===== src/rtl/sid_pkg.sv =====
// rtl/sid_pkg.sv - shared constants and types for the SID read-side register port
//
// Purpose: register addresses served by sid_readback, the paddle sequencer
//          state type and the length of one sequencer phase.
// Ports:   none (package).

package sid_pkg;

  localparam logic [4:0] SID_POTX = 5'h19;
  localparam logic [4:0] SID_POTY = 5'h1A;
  localparam logic [4:0] SID_OSC3 = 5'h1B;
  localparam logic [4:0] SID_ENV3 = 5'h1C;

  typedef enum logic {
    POT_DISCHARGE,
    POT_CHARGE
  } pot_state_t;

  localparam int POT_PHASE_LEN = 256;

  // Last phase-counter value of either phase.
  localparam logic [7:0] POT_LAST = 8'(POT_PHASE_LEN - 1);

endpackage


===== src/rtl/sid_pot_channel.sv =====
// rtl/sid_pot_channel.sv - one paddle channel: capture on first comparator hit, commit at period end
//
// Purpose: during CHARGE, latches the phase count on the first tick the
//          comparator reads 1, and at the last CHARGE tick publishes that
//          count (or 0xFF if nothing was captured).
// Ports:
//   clk, n_reset  clock, asynchronous active-low reset
//   clk_en        phase-2 tick enable
//   state, pcnt   sequencer state and phase counter from the top
//   cmp           paddle comparator, 1 = capacitor above threshold
//   value         committed 8-bit paddle reading

module sid_pot_channel
  import sid_pkg::*;
(
  input  logic       clk,
  input  logic       n_reset,
  input  logic       clk_en,
  input  pot_state_t state,
  input  logic [7:0] pcnt,
  input  logic       cmp,
  output logic [7:0] value
);

  logic       cap_flag_q, cap_flag_d;
  logic [7:0] cap_q, cap_d;
  logic [7:0] value_q, value_d;

  always_comb begin
    cap_flag_d = cap_flag_q;
    cap_d      = cap_q;
    value_d    = value_q;
    if (clk_en && state == POT_CHARGE) begin
      // The commit tick ignores the comparator, so a hit exactly at the
      // last count reads the same as a timeout.
      if (pcnt == POT_LAST) begin
        value_d    = cap_flag_q ? cap_q : 8'hFF;
        cap_flag_d = 1'b0;
      end else if (!cap_flag_q && cmp) begin
        cap_flag_d = 1'b1;
        cap_d      = pcnt;
      end
    end
  end

  always_ff @(posedge clk or negedge n_reset) begin
    if (!n_reset) begin
      cap_flag_q <= 1'b0;
      cap_q      <= 8'h00;
      value_q    <= 8'h00;
    end else begin
      cap_flag_q <= cap_flag_d;
      cap_q      <= cap_d;
      value_q    <= value_d;
    end
  end

  assign value = value_q;

endmodule


===== src/rtl/sid_readback.sv =====
// rtl/sid_readback.sv - SID read-side registers: POTX/POTY, OSC3/ENV3 and decaying bus latch
//
// Purpose: serves CPU reads at 0x19-0x1C, runs the 512-tick paddle
//          discharge/charge sequencer, and keeps the data-bus latch that
//          every other address reads back, clearing it after DECAY_TICKS
//          idle clk_en ticks.
// Ports:
//   clk, n_reset            clock, asynchronous active-low reset
//   clk_en                  phase-2 tick; paces sequencer and decay
//   addr, data_in, n_cs, rw shared SID register bus (rw=1 read)
//   osc3, env3              voice 2 waveform / envelope snapshot sources
//   pot_x_cmp, pot_y_cmp    paddle comparators
//   pot_discharge           1 = ground the paddle capacitors
//   data_out                registered read data

module sid_readback
  import sid_pkg::*;
#(
  parameter int unsigned DECAY_TICKS = 2000
) (
  input  logic       clk,
  input  logic       n_reset,
  input  logic       clk_en,
  input  logic [4:0] addr,
  input  logic [7:0] data_in,
  input  logic       n_cs,
  input  logic       rw,
  input  logic [7:0] osc3,
  input  logic [7:0] env3,
  input  logic       pot_x_cmp,
  input  logic       pot_y_cmp,
  output logic       pot_discharge,
  output logic [7:0] data_out
);

  localparam logic [15:0] DECAY_RELOAD = 16'(DECAY_TICKS);

  pot_state_t  state_q, state_d;
  logic [7:0]  pcnt_q, pcnt_d;
  logic [7:0]  data_out_q, data_out_d;
  logic [7:0]  bus_latch_q, bus_latch_d;
  logic [15:0] decay_cnt_q, decay_cnt_d;
  logic [7:0]  potx_val, poty_val;
  logic [7:0]  rd_val;
  logic        access;

  // Every strobed edge is an access regardless of clk_en.
  assign access = !n_cs;

  always_comb begin
    state_d = state_q;
    pcnt_d  = pcnt_q;
    if (clk_en) begin
      // pcnt wraps 255 -> 0 exactly when the phase flips.
      pcnt_d = pcnt_q + 8'd1;
      if (pcnt_q == POT_LAST) begin
        state_d = (state_q == POT_DISCHARGE) ? POT_CHARGE : POT_DISCHARGE;
      end
    end
  end

  assign pot_discharge = (state_q == POT_DISCHARGE);

  sid_pot_channel u_pot_x (
    .clk     (clk),
    .n_reset (n_reset),
    .clk_en  (clk_en),
    .state   (state_q),
    .pcnt    (pcnt_q),
    .cmp     (pot_x_cmp),
    .value   (potx_val)
  );

  sid_pot_channel u_pot_y (
    .clk     (clk),
    .n_reset (n_reset),
    .clk_en  (clk_en),
    .state   (state_q),
    .pcnt    (pcnt_q),
    .cmp     (pot_y_cmp),
    .value   (poty_val)
  );

  always_comb begin
    case (addr)
      SID_POTX: rd_val = potx_val;
      SID_POTY: rd_val = poty_val;
      SID_OSC3: rd_val = osc3;
      SID_ENV3: rd_val = env3;
      default:  rd_val = bus_latch_q;
    endcase
  end

  always_comb begin
    data_out_d  = data_out_q;
    bus_latch_d = bus_latch_q;
    decay_cnt_d = decay_cnt_q;
    // An access on a decay tick takes priority: reload and load, never clear.
    if (access) begin
      decay_cnt_d = DECAY_RELOAD;
      if (rw) begin
        data_out_d  = rd_val;
        bus_latch_d = rd_val;
      end else begin
        bus_latch_d = data_in;
      end
    end else if (clk_en && decay_cnt_q != 16'd0) begin
      decay_cnt_d = decay_cnt_q - 16'd1;
      if (decay_cnt_q == 16'd1) begin
        bus_latch_d = 8'h00;
      end
    end
  end

  always_ff @(posedge clk or negedge n_reset) begin
    if (!n_reset) begin
      state_q     <= POT_DISCHARGE;
      pcnt_q      <= 8'h00;
      data_out_q  <= 8'h00;
      bus_latch_q <= 8'h00;
      decay_cnt_q <= 16'd0;
    end else begin
      state_q     <= state_d;
      pcnt_q      <= pcnt_d;
      data_out_q  <= data_out_d;
      bus_latch_q <= bus_latch_d;
      decay_cnt_q <= decay_cnt_d;
    end
  end

  assign data_out = data_out_q;

endmodule


===== config.mk =====
export PLATFORM = sky130hd
export DESIGN_NAME = sid_readback
export DESIGN_NICKNAME = d
export VERILOG_FILES = /design/src/rtl/sid_pkg.sv /design/src/rtl/sid_pot_channel.sv /design/src/rtl/sid_readback.sv
export SDC_FILE = /design/constraint.sdc
export NUM_CORES = 1
export LEC_CHECK = 0
export BUFFER_PORTS_ARGS = -buffer_cell sky130_fd_sc_hd__buf_4
export CORE_MARGIN = 10
export CORE_UTILIZATION = 63
export DETAILED_ROUTE_END_ITERATION = 6
export GPL_ROUTABILITY_DRIVEN = 0
export PLACE_DENSITY_LB_ADDON = 0.08
export SYNTH_ARGS = -nofsm -noshare
export SYNTH_HDL_FRONTEND = slang
export SYNTH_SLANG_ARGS = --single-unit

===== constraint.sdc =====
create_clock -name clk -period 5.1 [get_ports clk]
set_input_delay 0.765 -clock clk [delete_from_list [all_inputs] [get_ports clk]]
set_output_delay 0.765 -clock clk [all_outputs]
set_load 0.01 [all_outputs]

==> impl_metrics.json <==
{
  "outcome": "completed",
  "ant_nets": 0,
  "cap_viol_max_count": 0,
  "grt_setup_unrepaired": "false",
  "dp.final_hpwl_microns": 5895,
  "drc": 0,
  "initial_core_util_pct": 64.33,
  "worstPathCellList": "or4_2 > nor4_1 > a21boi_0 > a2bb2oi_1",
  "crit_type": "reg -> reg",
  "drtIter0Drc": 190,
  "cts_buffer_depth": 2,
  "crit_buf_inv": 0,
  "syn_avg_cell_area_sq_um": 10.29,
  "setup_viol_count_final": 0,
  "overflow": 0,
  "postCtsSetupBuffers": 0,
  "p_leak_nw": 1.980,
  "utilization_pct": 73.41,
  "critPathArrivalTime_ns": 2.66,
  "cts_tree": "yes",
  "crit_required_ns": 5.33,
  "async_reset_ff_share_pct": 100.0,
  "fin_tns_setup_ns": 0,
  "syn-cell-area_sq_um": 3786,
  "worstMarginPinSlew_ns": 1.063,
  "startpoint_type": "register",
  "crit_path_max_incr_delay_ns": 0.78,
  "cts_resized": 0,
  "num_io_pins": 45,
  "grt_pass1_wl_microns": 14390,
  "fin_crit_sh_pct": 47.61,
  "min_period_ns": 2.428,
  "clock-sinks": 75,
  "synth-seq-cells": 75,
  "finalHoldViolations": 0,
  "ctsHoldBuffers": 0,
  "wire_per_inst_microns": 17.73,
  "grt_usage_pct": 18.01,
  "grt_max_degree": 76,
  "clock_latency_ns": 0.35,
  "yosys_most_used_dff": "dfrtp_1",
  "antenna_found_initial": 0,
  "hold_class": "reg -> reg",
  "dp_slack_ns": 2.506,
  "routed_wl_microns": 8526,
  "max-vdd-ir-drop_v": 0.0001950,
  "die_w_microns": 97.52,
  "die_h_microns": 97.52,
  "ys_warn_count": 0,
  "num_rows": 28,
  "powerDensity_nw_per_um2": 311.5,
  "cp_max_fo": 7,
  "relSlewSlack_pct": 28.17,
  "num_vias": 3054,
  "die-area_sq_um": 9510,
  "io_buffer_count": 44,
  "synth_edf_count": 0,
  "layout_setup_ws_ns": 2.672,
  "numCtsBuffers": 9,
  "htree_levels": 3,
  "routed_via_density": 6.349,
  "synth_fp_nets": 407,
  "ys_seq_area_share_pct": 49.57,
  "dr.pass1.iters": 5,
  "clock.fmax_mhz": 411.8,
  "clk_pin_slew_ns": 0.08,
  "nets": 440,
  "final_max_slew_viol_count": 0,
  "coreArea_sq_um": 5886,
  "cts-root-buf": "clkbuf_8",
  "drive_above_1_share_pct": 21.92,
  "cp_slowest_cell": "nor4_1",
  "syn_to_final_growth_pct": 14.11,
  "cp-end-kind": "register",
  "synth_cells": 368,
  "grt_pass1_vias": 2878,
  "finalPower_mw": 1.346,
  "cp_top_family": "simple AND/OR/NAND/NOR gates",
  "fin_skew_ns": 0.004990,
  "n_antenna_cell": 0,
  "yosys.cell_types.count": 47
}
## cell usage after synthesis, types with 5 or more instances
library cell	count	share of area (%)
a2111oi_0	7	1.6
a21o_1	22	4.4
a21oi_1	7	0.93
a221o_1	7	1.9
a311oi_1	7	1.6
a31oi_1	9	1.5
clkbuf_1	19	1.9
dfrtp_1	75	50
inv_1	24	2.4
mux2_2	17	5.1
mux2i_1	5	1.3
nand2_1	17	1.7
nand3_1	13	1.7
nand3b_1	18	3.6
nor2_1	6	0.59
o21ai_0	37	4.9
o31ai_1	8	1.6
or3_1	5	0.83
or4_1	7	1.4
xnor2_1	5	1.2
## cell type report
type | count | area (sq um)
sequential | 75 | 1877
multi-input combinational | 245 | 1729
fill | 448 | 1565
timing repair buffer | 46 | 345.3
clock buffer | 11 | 131.4
tap | 75 | 93.84
inverter | 24 | 90.09
clock inverter | 5 | 53.80
## through the flow
stage | cells | cell area (sq um) | hold slack [ns]
3_3_place_gp | 465 | 4135 | 0.4662
6_report | 481 | 4320 | 0.4844
5_1_grt | 481 | 4320 | 0.4996
4_1_cts | 481 | 4320 | 0.4862
3_5_place_dp | 465 | 4135 | 0.4686
2_1_floorplan | 368 | 3786 | 0.4611
## registers in the layout, summed over array words and instances, names as in the netlist
name / count
decay_cnt_q: 16
u_pot_y.value: 8
u_pot_y.cap_q: 8
bus_latch_q: 8
u_pot_x.cap_flag_q: 1
data_out: 8
state_q: 1
pcnt_q: 8
u_pot_x.value: 8
u_pot_y.cap_flag_q: 1
u_pot_x.cap_q: 8
## worst register-to-register path, cell delays in order (launching register included)
cell and delay, ns:
dfrtp_1 0.43, or4_2 0.72, nor4_1 0.78, a21boi_0 0.22, a2bb2oi_1 0.17
## worst paths after layout
path,from,endpoint,slack [ns],cells after the start
max in group asynchronous,n_reset,pcnt_q[5]$_DFFE_PN0P_,3.96,1
min in group asynchronous,n_reset,u_pot_y.value[5]$_DFFE_PN0P_,0.53,1
worst min register to register,data_out[7]$_DFFE_PN0P_,data_out[7]$_DFFE_PN0P_,0.48,1
worst min-delay path,data_out[7]$_DFFE_PN0P_,data_out[7]$_DFFE_PN0P_,0.48,1
worst max register to register,decay_cnt_q[8]$_DFFE_PN0P_,bus_latch_q[6]$_DFFE_PN0P_,2.67,4
worst max-delay path,decay_cnt_q[8]$_DFFE_PN0P_,bus_latch_q[6]$_DFFE_PN0P_,2.67,4
## layer usage
metal / up-vias / routed length [microns] / share of wire, % / GRT usage (%)
met5: - / 0 / 0 / 0
met4: 0 / 170 / 2.0 / 7.718
met3: 15 / 507 / 5.9 / 4.552
met2: 108 / 3876 / 45 / 26.47
met1: 1492 / 3970 / 47 / 24.47
li1: 1439 / - / - / -
## power breakdown
group | internal, mW | switching (mW) | leakage (nW) | total [mW]
Sequential | 0.647 | 0.0664 | 0.885 | 0.713
Combinational | 0.0989 | 0.0953 | 0.998 | 0.194
Clock | 0.225 | 0.214 | 0.0971 | 0.438
## layout by cell type (no fill, tap or decap), types with 4 or more instances in the layout
master,instances
a221o_1,7
o21ai_0,37
nand2b_1,4
a31oi_1,9
buf_4,46
a21o_1,22
nand3_1,13
inv_1,24
nand2_1,17
mux2_2,17
nor2_1,6
or4_1,7
a21oi_1,7
or3_1,5
a2111oi_0,7
xnor2_1,5
a311oi_1,7
clkbuf_8,9
nand3b_1,18
o31ai_1,8
mux2i_1,5
dfrtp_1,75
or3_2,4
nand4_1,4
## kinds of logic after synthesis
kind of cell / Yosys count / share of synthesized area (%)
flops: 75 / 49.57
buf+inv: 48 / 4.891
xor+xnor: 8 / 1.851
mux: 22 / 6.378
compound gates: 113 / 20.13
simple gates: 99 / 16.19
fa+ha+maj: 3 / 0.9915
Power figures use the tool's default switching activity.
